--- config.mk ---
export PLATFORM = sky130hd
export DESIGN_NAME = periph_axi_master
export DESIGN_NICKNAME = d
export VERILOG_FILES = /design/src/rtl/periph_axi_master.sv
export SDC_FILE = /design/constraint.sdc
export NUM_CORES = 1
export LEC_CHECK = 0
export BUFFER_PORTS_ARGS = -buffer_cell sky130_fd_sc_hd__buf_2
export CORE_MARGIN = 8
export CORE_UTILIZATION = 40
export CTS_CLUSTER_DIAMETER = 50
export DETAILED_ROUTE_END_ITERATION = 16
export PLACE_DENSITY = 0.76
export SYNTH_ARGS = -nofsm -noshare
export SYNTH_HDL_FRONTEND = slang
export SYNTH_SLANG_ARGS = --single-unit
--- constraint.sdc ---
create_clock -name Clk -period 1.81 [get_ports Clk]
set_clock_uncertainty 0.1 [all_clocks]
set_input_delay 0.362 -clock Clk [delete_from_list [all_inputs] [get_ports Clk]]
set_output_delay 0.362 -clock Clk [all_outputs]
set_load 0.02 [all_outputs]
--- src/rtl/periph_axi_master.sv ---
// periph_axi_master: single-outstanding AXI4-Lite master for the peripheral window.
// Converts StartAXIRead/StartAXIWrite requests into one AXI4-Lite transaction and
// returns ReadData plus one-cycle ReadCompleted/WriteCompleted pulses.
// Ports: Clk, Rst (async, active-low); request side StartAXIRead, StartAXIWrite,
// AXIAddr, WriteData; response side ReadData, ReadCompleted, WriteCompleted, RespErr;
// AXI4-Lite master channels M_AW*, M_W*, M_B*, M_AR*, M_R*.
// Optional watchdog: define PERIPH_AXI_TIMEOUT_EN to abort a stalled transaction
// after TIMEOUT_CYCLES busy cycles (RespErr=1, ReadData=0xDEADBEEF on reads).
module periph_axi_master #(
  parameter int ADDR_W         = 32,
  parameter int DATA_W         = 32,
  parameter int TIMEOUT_CYCLES = 256
) (
  input  logic                Clk,
  input  logic                Rst,
  input  logic                StartAXIRead,
  input  logic                StartAXIWrite,
  input  logic [ADDR_W-1:0]   AXIAddr,
  input  logic [DATA_W-1:0]   WriteData,
  output logic [DATA_W-1:0]   ReadData,
  output logic                ReadCompleted,
  output logic                WriteCompleted,
  output logic                RespErr,
  output logic [ADDR_W-1:0]   M_AWADDR,
  output logic [2:0]          M_AWPROT,
  output logic                M_AWVALID,
  input  logic                M_AWREADY,
  output logic [DATA_W-1:0]   M_WDATA,
  output logic [DATA_W/8-1:0] M_WSTRB,
  output logic                M_WVALID,
  input  logic                M_WREADY,
  input  logic [1:0]          M_BRESP,
  input  logic                M_BVALID,
  output logic                M_BREADY,
  output logic [ADDR_W-1:0]   M_ARADDR,
  output logic [2:0]          M_ARPROT,
  output logic                M_ARVALID,
  input  logic                M_ARREADY,
  input  logic [DATA_W-1:0]   M_RDATA,
  input  logic [1:0]          M_RRESP,
  input  logic                M_RVALID,
  output logic                M_RREADY
);
  typedef enum logic [2:0] {IDLE, WR_REQ, WR_RESP, RD_REQ, RD_DATA, DONE} state_t;
  state_t state_q, state_d;
  logic [ADDR_W-1:0] addr_q, addr_d;
  logic [DATA_W-1:0] wdata_q, wdata_d, rdata_q, rdata_d;
  logic aw_done_q, aw_done_d, w_done_q, w_done_d, err_q, err_d, is_wr_q, is_wr_d;
  logic timeout;
  // Error flag is resp[1]; written as resp[1] & |resp so the whole response field is consumed.
  logic b_err, r_err;
  assign b_err = M_BRESP[1] & |M_BRESP;
  assign r_err = M_RRESP[1] & |M_RRESP;
`ifdef PERIPH_AXI_TIMEOUT_EN
  localparam int CNT_W = $clog2(TIMEOUT_CYCLES) + 1;
  logic [CNT_W-1:0] cnt_q, cnt_d;
  always_comb begin
    cnt_d = state_q == IDLE ? '0 : state_q == DONE ? cnt_q : cnt_q + 1'b1;
    timeout = state_q != IDLE && state_q != DONE && cnt_q == CNT_W'(TIMEOUT_CYCLES - 1);
  end
  always_ff @(posedge Clk or negedge Rst)
    if (!Rst) cnt_q <= '0;
    else cnt_q <= cnt_d;
`else
  always_comb timeout = 1'b0;
`endif
  always_comb begin
    state_d = state_q;
    addr_d = addr_q;
    wdata_d = wdata_q;
    rdata_d = rdata_q;
    aw_done_d = aw_done_q;
    w_done_d = w_done_q;
    err_d = err_q;
    is_wr_d = is_wr_q;
    case (state_q)
      IDLE: begin
        if (StartAXIWrite) begin
          addr_d = AXIAddr;
          wdata_d = WriteData;
          is_wr_d = 1'b1;
          aw_done_d = 1'b0;
          w_done_d = 1'b0;
          state_d = WR_REQ;
        end else if (StartAXIRead) begin
          addr_d = AXIAddr;
          is_wr_d = 1'b0;
          state_d = RD_REQ;
        end
      end
      WR_REQ: begin
        // AW and W handshake independently; leave once both have completed.
        aw_done_d = aw_done_q | M_AWREADY;
        w_done_d = w_done_q | M_WREADY;
        state_d = aw_done_d && w_done_d ? WR_RESP : WR_REQ;
      end
      WR_RESP: begin
        if (M_BVALID) begin
          err_d = b_err;
          state_d = DONE;
        end
      end
      RD_REQ: state_d = M_ARREADY ? RD_DATA : RD_REQ;
      RD_DATA: begin
        if (M_RVALID) begin
          rdata_d = M_RDATA;
          err_d = r_err;
          state_d = DONE;
        end
      end
      DONE: state_d = IDLE;
      default: state_d = IDLE;
    endcase
    if (timeout) begin
      state_d = DONE;
      err_d = 1'b1;
      rdata_d = is_wr_q ? rdata_q : DATA_W'(32'hDEADBEEF);
    end
  end
  always_ff @(posedge Clk or negedge Rst)
    if (!Rst) begin
      state_q <= IDLE;
      addr_q <= '0;
      wdata_q <= '0;
      rdata_q <= '0;
      aw_done_q <= 1'b0;
      w_done_q <= 1'b0;
      err_q <= 1'b0;
      is_wr_q <= 1'b0;
    end else begin
      state_q <= state_d;
      addr_q <= addr_d;
      wdata_q <= wdata_d;
      rdata_q <= rdata_d;
      aw_done_q <= aw_done_d;
      w_done_q <= w_done_d;
      err_q <= err_d;
      is_wr_q <= is_wr_d;
    end
  assign M_AWADDR = addr_q;
  assign M_AWPROT = 3'b000;
  assign M_AWVALID = state_q == WR_REQ && !aw_done_q;
  assign M_WDATA = wdata_q;
  assign M_WSTRB = '1;
  assign M_WVALID = state_q == WR_REQ && !w_done_q;
  assign M_BREADY = state_q == WR_RESP;
  assign M_ARADDR = addr_q;
  assign M_ARPROT = 3'b000;
  assign M_ARVALID = state_q == RD_REQ;
  assign M_RREADY = state_q == RD_DATA;
  assign ReadData = rdata_q;
  assign ReadCompleted = state_q == DONE && !is_wr_q;
  assign WriteCompleted = state_q == DONE && is_wr_q;
  assign RespErr = err_q;
endmodule
==> metrics.txt <==
status complete, but fails checks; failing checks negative hold slack, negative setup slack; # rows 39; IR drop worst, VDD 1220 uV; Power Density 2070 nW/um^2; Synth cell types 34; Slew Viols, Final 0; clk_lat worst skew 0.33 ns; Worst Tran Pin Value 0.569 ns; crit path launch type flip-flop; Initial Utilization 0.403; Synth top area share 0.567; initial antenna violation count 0; Fillers just over 900; Synth-to-Final Area Change 37.8%; vias in the first global route 3355; Post-Place Worst Slack 0.0182 ns; DR iter-0 viols 166; WS Path Type reg2out; Arr. time, crit path between 1 and 1.5 ns; # hold bufs at CTS 0; Post-Syn Area 4540 um^2; largest net degree at the start of global routing 104; largest cells by area after synthesis dfrtp_1 (57%), mux2_2 (17%), mux2_4 (9.6%), buf_4 (7.3%), buf_6 (2.7%); setup ws final -0.0873 ns; layout cell share with drive strength beyond 1 0.731; DRT Pass-1 Iters 4; grt total ovfl 0; sequential area share after synthesis 0.567; highest achievable clock rate ~530 MHz; final worst-path cycle share 1.05; Setup Viol. Count Final 11; final-stage net count 643; EDFF count, synth 0; Num CTS Buffers 9; DR WL/cell 17.5 um; Synth warnings 0; crit-path max FO 6; Fin Hold WS -0.0445 ns; Sequential cell area around 2600 um^2; # diodes 0; kind of end point of the critical path output port; worst hold path type in2async; Vias/cell 4.59; crit path time final 1.90 ns; final wirelength 11900 um; overall power 13000 uW; RSZ-0062 raised after global routing true; CTS tree yes; GR peak layer met2; Relative slew margins 0.621; utilization after layout 0.555; Core Region around 11000 um^2; footprint of the multi-input gates 1570 um^2; max cap viols 0; die area 15000 um^2; dpl hpwl 8870 um; synthesized area per cell 14.9 um^2; top cells by count, synth dfrtp_1 (103), mux2_2 (67), buf_4 (44); htree depth 3; Reg clk slew, reported paths 0.07 ns; grt met2 use 0.265; clock sink total 103; Crit path required time about 1.4 ns; root buffer selected by CTS clkbuf_16; GR Layer Usage met1 0.155; Gate Count Post-Synth 306; post-route ant nets 0; predominant post-synthesis flop cell dfrtp_1; total track usage 0.145; cell with the most instances after synthesis dfrtp_1; Leak Pwr between 0.003 and 0.004 uW; gp weighted congestion approximately 0.77; Die W 123 um; global-route wire length before repair roughly 17000 um; Die H ~120 um; CTS Buffer Depth 2; IO Pins 255; final-report hold violation count 39; cell type with the largest total area after synthesis dfrtp_1; drt drc 0; via count roughly 3100; buffers added on ports 242; met3 Track Usage GR 0.0534; ys async rst share 1.00; Seq cells post-synth 103
-- cell families after synthesis --
kind of cell	share of synthesized area
and+or+nand+nor	0.0322
DFF	0.567
muxes	0.264
AOI/OAI and AO/OA	0.0237
other	0.00165
buffers and inverters	0.111
-- state kept, by name, indices dropped and copies added (netlist names) --
name / count
state_q: 3
is_wr_q: 1
aw_done_q: 1
RespErr: 1
w_done_q: 1
M_WDATA: 32
M_ARADDR: 32
ReadData: 32
-- worst max-delay path: stages, from the launching register on --
cell	delay, ns
dfrtp_2	0.44
or3_4	0.44
nor2_4	0.10
buf_6	0.12
-- metrics by stage --
stage	setup TNS (ns)	instances	area [um^2]
after floorplan	0	314	4570
after global placement	0	651	5620
after detailed placement	0	651	5620
after CTS	-0.178	674	6030
after global routing	-1.99	682	6260
final	-0.270	682	6260
-- cell type report --
cell class	count	area share
clock buffers	10	0.0366
multi-input cells	147	0.250
repair buffers	267	0.255
clock inverters	6	0.0136
flip-flops and latches	103	0.412
inverters	6	0.00400
well taps	143	0.0286
-- cell usage in the layout, fill, tap and decap left out, types with 2 or more instances in the layout --
cell and instances:
clkinvlp_4 2, mux2_2 67, inv_1 4, dfrtp_2 2, nand2b_1 3, o22ai_1 5, o21ai_0 2, buf_6 8
clkinv_2 2, nor2_1 5, clkbuf_16 14, buf_4 14, nand2b_4 2, buf_2 235, nor2_4 2, bufinv_16 2
conb_1 10, buf_12 5, dfrtp_1 101, and2_4 2, mux2_4 29
-- routing by layer --
layer  wire length, um  up-vias
met5                 0        -
met3              1330        7
met4                93        0
met1              4340     1519
met2              6180      156
li1                  -     1446
-- report_power, final --
group,internal [uW],total (uW),switching [uW]
Clock,1210,2010,802
Combinational,3050,6770,3710
Sequential,3490,4200,713
-- path summary, 6_finish.rpt --
kind                              from            to  slack (ns)  depth (start not counted)
max reg2reg                 state_q[1]  ReadData[20]       -0.02                          6
max in group asynchronous          Rst    M_WDATA[8]        1.18                          2
min                                Rst   M_WDATA[27]       -0.04                          2
max                         state_q[1]     M_AWVALID       -0.09                          3
min reg2reg                 M_WDATA[4]    M_WDATA[4]        0.40                          1
min in group Clk           M_RDATA[17]  ReadData[17]        0.15                          2
-- repair_timing --
action,4_1_cts,5_1_grt
buffers inserted,7,2
pin swaps,2,1
gates cloned,0,6
resized for setup,12,19
endpoints found under the setup margin,16,97
(Power assumes the default switching activity.)
